--- src/rtl/shift_seq_ctrl.sv ---
// Serial shift sequencer: sends a parallel word MSB-first at a programmable strobe rate
// while capturing the return line, then hands the captured word back over valid/ready.
module shift_seq_ctrl #(
   parameter int WIDTH = 32,
   parameter int DIV_W = 8,
   parameter int LEN_W = $clog2(WIDTH+1)
) (
   input  logic             clk,
   input  logic             rst,
   input  logic [DIV_W-1:0] cfg_div,
   input  logic [LEN_W-1:0] cfg_len,
   input  logic [WIDTH-1:0] tx_data,
   input  logic             tx_valid,
   output logic             tx_ready,
   output logic [WIDTH-1:0] rx_data,
   output logic             rx_valid,
   input  logic             rx_ready,
   input  logic             abort,
   output logic             sr_out,
   input  logic             sr_in,
   output logic             sr_shift,
   output logic             busy
);

   typedef enum logic [1:0] {S_IDLE, S_SHIFT, S_DONE} state_t;

   state_t           r_state;
   state_t           w_next;
   logic [WIDTH-1:0] r_work;
   logic [WIDTH-1:0] r_cap;
   logic [LEN_W-1:0] r_bitcnt;
   logic [DIV_W-1:0] r_div;
   logic [DIV_W-1:0] r_divcnt;
   logic [LEN_W-1:0] w_len;
   logic [LEN_W-1:0] w_shamt;
   logic             w_accept;
   logic             w_strobe;

   // Zero or oversize lengths both mean a full-width transfer.
   function automatic logic [LEN_W-1:0] eff_len(input logic [LEN_W-1:0] l);
      if (l == '0 || l > LEN_W'(WIDTH))
         return LEN_W'(WIDTH);
      return l;
   endfunction

   assign w_len    = eff_len(cfg_len);
   assign w_shamt  = LEN_W'(WIDTH) - w_len;
   assign w_accept = (r_state == S_IDLE) && tx_valid && !abort;
   assign w_strobe = (r_state == S_SHIFT) && (r_divcnt == '0);

   always_ff @(posedge clk) begin
      if (rst)
         r_state <= S_IDLE;
      else
         r_state <= w_next;
   end

   always_comb begin
      w_next = r_state;
      case (r_state)
         S_IDLE:  if (w_accept) w_next = S_SHIFT;
         S_SHIFT: begin
            if (abort)
               w_next = S_IDLE;
            else if (w_strobe && r_bitcnt == LEN_W'(1))
               w_next = S_DONE;
         end
         S_DONE:  if (abort || rx_ready) w_next = S_IDLE;
         default: w_next = S_IDLE;
      endcase
   end

   // Outputs are forced low while reset is asserted, whatever the current state.
   always_comb begin
      tx_ready = 1'b0;
      rx_valid = 1'b0;
      rx_data  = '0;
      sr_out   = 1'b0;
      sr_shift = 1'b0;
      busy     = 1'b0;
      if (!rst) begin
         rx_data = r_cap;
         busy    = (r_state != S_IDLE);
         case (r_state)
            S_IDLE:  tx_ready = !abort;
            S_SHIFT: begin
               sr_out   = r_work[WIDTH-1];
               sr_shift = w_strobe;
            end
            S_DONE:  rx_valid = 1'b1;
            default: ;
         endcase
      end
   end

   // A strobe coinciding with abort still shifts; the state change discards the word.
   always_ff @(posedge clk) begin
      if (rst) begin
         r_work   <= '0;
         r_cap    <= '0;
         r_bitcnt <= '0;
         r_div    <= '0;
         r_divcnt <= '0;
      end else if (w_accept) begin
         r_work   <= tx_data << w_shamt;
         r_cap    <= '0;
         r_bitcnt <= w_len;
         r_div    <= cfg_div;
         r_divcnt <= cfg_div;
      end else if (r_state == S_SHIFT) begin
         if (w_strobe) begin
            r_work   <= r_work << 1;
            r_cap    <= {r_cap[WIDTH-2:0], sr_in};
            r_bitcnt <= r_bitcnt - LEN_W'(1);
            r_divcnt <= r_div;
         end else begin
            r_divcnt <= r_divcnt - DIV_W'(1);
         end
      end
   end

endmodule

--- config.mk ---
export PLATFORM = sky130hd
export DESIGN_NAME = shift_seq_ctrl
export DESIGN_NICKNAME = d
export VERILOG_FILES = /design/src/rtl/shift_seq_ctrl.sv
export SDC_FILE = /design/constraint.sdc
export NUM_CORES = 1
export LEC_CHECK = 0
export ABC_AREA = 1
export CAP_MARGIN = 20
export CORE_MARGIN = 3
export CORE_UTILIZATION = 50
export DETAILED_ROUTE_END_ITERATION = 7
export HOLD_SLACK_MARGIN = 0.15
export PLACE_DENSITY_LB_ADDON = 0.08
export SYNTH_ARGS = -nofsm -noshare
export SYNTH_HDL_FRONTEND = slang
export SYNTH_SLANG_ARGS = --single-unit
--- constraint.sdc ---
create_clock -name clk -period 4.9 [get_ports clk]
set_input_delay 0.98 -clock clk [delete_from_list [all_inputs] [get_ports clk]]
set_output_delay 0.98 -clock clk [all_outputs]
set_load 0.01 [all_outputs]
==> impl_metrics.py <==
metrics = {
    "drt": {
        "routed_wl_um": 16600,
        "routed_via_density": 5.63,
        "drc": 0,
        "dr_total_vias": 6345,
        "drt_iter0_drc": 770,
        "ant_nets": 0,
        "wl_per_cell_um": 14.7,
        "dr.pass1.iters": 6,
    },
    "synth": {
        "syn_inst": 935,
        "synth_top_cell_by_area": "dfxtp_1",
        "postSynth.asyncResetShare_pct": 0,
        "ys.flop_type": "dfxtp_1",
        "syn-num-nets": 991,
        "ys_top_cells_by_area": "dfxtp_1 30%, nand3_1 14%, nand2_1 11%",
        "synth-seq-cells": 88,
        "synth_cell_types": 40,
        "seq_area_frac_synth_pct": 29.9,
        "yosysWarnings": 0,
        "postSynthAreaPerCell_um2": 6.30,
        "synthesis.area_mm2": 0.00589,
        "synth.top_cell.area_share_pct": 29.9,
        "synth_edf_count": 0,
    },
    "global_route": {
        "grt_max_degree": 103,
        "grt_pass1_vias": 5583,
        "overflow": 0,
        "antenna_found_initial": 1,
        "grtUsageTotal_pct": 25.5,
        "grt_first_pass_wirelength_um": 27400,
    },
    "die": {
        "fp.dieH_um": 115,
        "start_util_pct": 51.3,
        "ios": 89,
        "rows": 39,
        "core_mm2": 0.0115,
        "die_x_um": 115,
        "die-area_mm2": 0.0131,
    },
    "pwr": {
        "pwr-share-clk_pct": 32.6,
        "power.density_mw_per_mm2": 295,
        "p_comb_share_pct": 29.1,
        "p_leak_uw": 0.00307,
        "power.internal_uw": 1360,
        "irDropWorstVdd_v": 0.000383,
        "seq_power_share_pct": 38.3,
        "switching_share_pct": 34.5,
        "p_switching_uw": 713,
    },
    "finish": {
        "area_growth_pct": 19.1,
        "design_area_mm2": 0.00702,
        "drive_above_1_share_pct": 5.99,
        "num_antenna_cells": 0,
        "utilization_pct": 61.2,
        "nets": 1036,
    },
    "clock_network": {
        "clockBufferDepth": 2,
        "cts_buffers": 9,
        "cts_tree": "built",
        "ctsResizeCount": 0,
        "clkTransAtPathRegs_ns": 0.06,
        "clkLatencyLatePin_ns": 0.34,
        "htreeDepth": 3,
        "clkSinkCount": 88,
        "cts_hold_buf": 0,
        "cts_setup_buffers": 0,
        "root_buffer": "clkbuf_16",
    },
    "sta": {
        "worstMarginPinSlew_ns": 1.06,
        "fin_crit_sh_pct": 74.9,
        "final.setup_skew_ns": 0.00713,
        "finalHoldViolCount": 0,
        "finalSetupViolations": 0,
        "rsz0062_at_grt": "false",
        "slew_violations": 0,
        "relSlewSlack_pct": 29.4,
        "finalCriticalPeriod_ns": 3.67,
        "setup-tns-final_ns": 0,
        "clock.fmax_mhz": 272,
        "worst_slack_ns": 1.23,
    },
    "place": {
        "dp_worst_setup_slack_ns": 0.907,
        "place_hpwl_um": 11200,
        "routabilityCongestion": 0.936,
        "numPortBuffers": 88,
        "dpl-instance-area_mm2": 0.00673,
    },
    "worst_hold_path": {
        "holdPathStages": 2,
        "hold_class": "flip-flop to flip-flop",
    },
    "setup_path": {
        "worstPathArrival_ns": 3.93,
        "cp-start-kind": "input port",
        "r2r_cells": 12,
        "cp.required_ns": 5.16,
        "endpoint_kind": "flip-flop",
        "worstSetupPathType": "input port to flip-flop",
        "path_max_fanout": 25,
    },
    "outcome": {
        "status": "completed",
    },
    "flow_run": {
        "drv_cap": 0,
    },
}
[cell usage after synthesis, types with 2 or more instances]
cell type / n
nand2_1: 170
nand3_1: 170
inv_1: 100
nor2_1: 98
dfxtp_1: 88
o21ai_0: 68
a21oi_1: 47
clkbuf_1: 37
a211oi_1: 33
nand4_1: 29
buf_2: 19
nand2_2: 8
nand3_2: 8
a31oi_1: 5
inv_2: 5
ha_1: 4
xnor2_1: 4
xor2_1: 4
buf_1: 3
buf_4: 3
nor3_1: 3
o211ai_1: 3
o21ai_1: 3
buf_6: 2
nand3_4: 2
nor2_2: 2
o2111ai_1: 2
o221ai_1: 2
xor2_2: 2
[cells by family (layout without fill, tap and decap cells)]
family / count (synthesis) / in the layout / synth area share (%)
AND/OR/NAND/NOR: 495 / 495 / 38.8
buffers and inverters: 170 / 220 / 11.9
flip-flops: 88 / 88 / 29.9
adder cells (fa/ha/maj): 4 / 4 / 0.850
XOR/XNOR: 11 / 11 / 2.21
AO/OA/AOI/OAI: 167 / 167 / 16.3
[power by group through the flow]
stage	clock network [uW]	logic, uW	registers (uW)
final	674	602	792
after global routing	724	676	797
after CTS	692	594	791
after detailed placement	0	591	806
after global placement	0	592	806
after floorplan	0	436	799
[state kept, by name, indices dropped and copies added, names as in the netlist]
| name | cells |
|---|---|
| r_div | 8 |
| r_work | 32 |
| r_divcnt | 8 |
| r_state | 2 |
| r_bitcnt | 6 |
| r_cap | 32 |
[per-layer routing]
layer / GRT usage [%] / wire, um / vias to the layer above
met4: 5.62 / 188 / 2
met2: 35.7 / 6990 / 235
met1: 38.6 / 8080 / 2860
met3: 6.87 / 1310 / 19
met5: 0 / 13 / -
li1: - / - / 3229
[per-stage QoR]
| stage | hold WS, ns | power, uW | std cells |
|---|---|---|---|
| after floorplan | 0.440 | 1240 | 935 |
| after global placement | 0.452 | 1400 | 1112 |
| after detailed placement | 0.458 | 1400 | 1112 |
| after CTS | 0.468 | 2080 | 1128 |
| after global routing | 0.489 | 2200 | 1128 |
| final | 0.465 | 2070 | 1128 |
[cells in the final DEF (no fill, tap or decap), types with 3 or more instances in the layout]
master	n
nor2_1	98
a31oi_1	5
xnor2_1	4
a211oi_1	33
nand2_1	170
a21oi_1	47
nand2_2	8
nand3_2	9
o211ai_1	3
nand4_1	29
inv_6	3
dfxtp_1	88
o21ai_0	68
clkbuf_16	9
inv_2	5
buf_4	11
ha_1	4
nor3_1	3
nand3_1	169
o21ai_1	3
inv_1	100
clkdlybuf4s50_1	87
xor2_1	4
[area by class of cell]
cell class,count,area [um2]
clock buffers,12,256
clock inverters,4,33.8
fillers,1121,4450
inverters,105,394
multi-input cells,677,3430
flip-flops and latches,88,1760
well taps,143,179
repair buffers,99,958
[worst max-delay path: stages]
cell and delay (ns):
clkdlybuf4s50_1 0.50, nor2_1 0.23, nand3_4 0.30, nand3_1 0.24, ha_1 0.26, nand3_2 0.14
xor2_4 0.21, nor2_2 0.53, inv_1 0.14, o21ai_0 0.19, nand2_1 0.06, a21oi_1 0.13
[worst paths after layout]
path / startpoint / endpoint / slack [ns]
setup / recovery: cfg_len[5] / r_work[3] / 1.23
hold / removal: r_div[1] / r_div[1] / 0.46
setup reg to reg: r_divcnt[0] / r_work[30] / 2.23
hold reg to reg: r_div[1] / r_div[1] / 0.46
(Power assumes the default switching activity.)
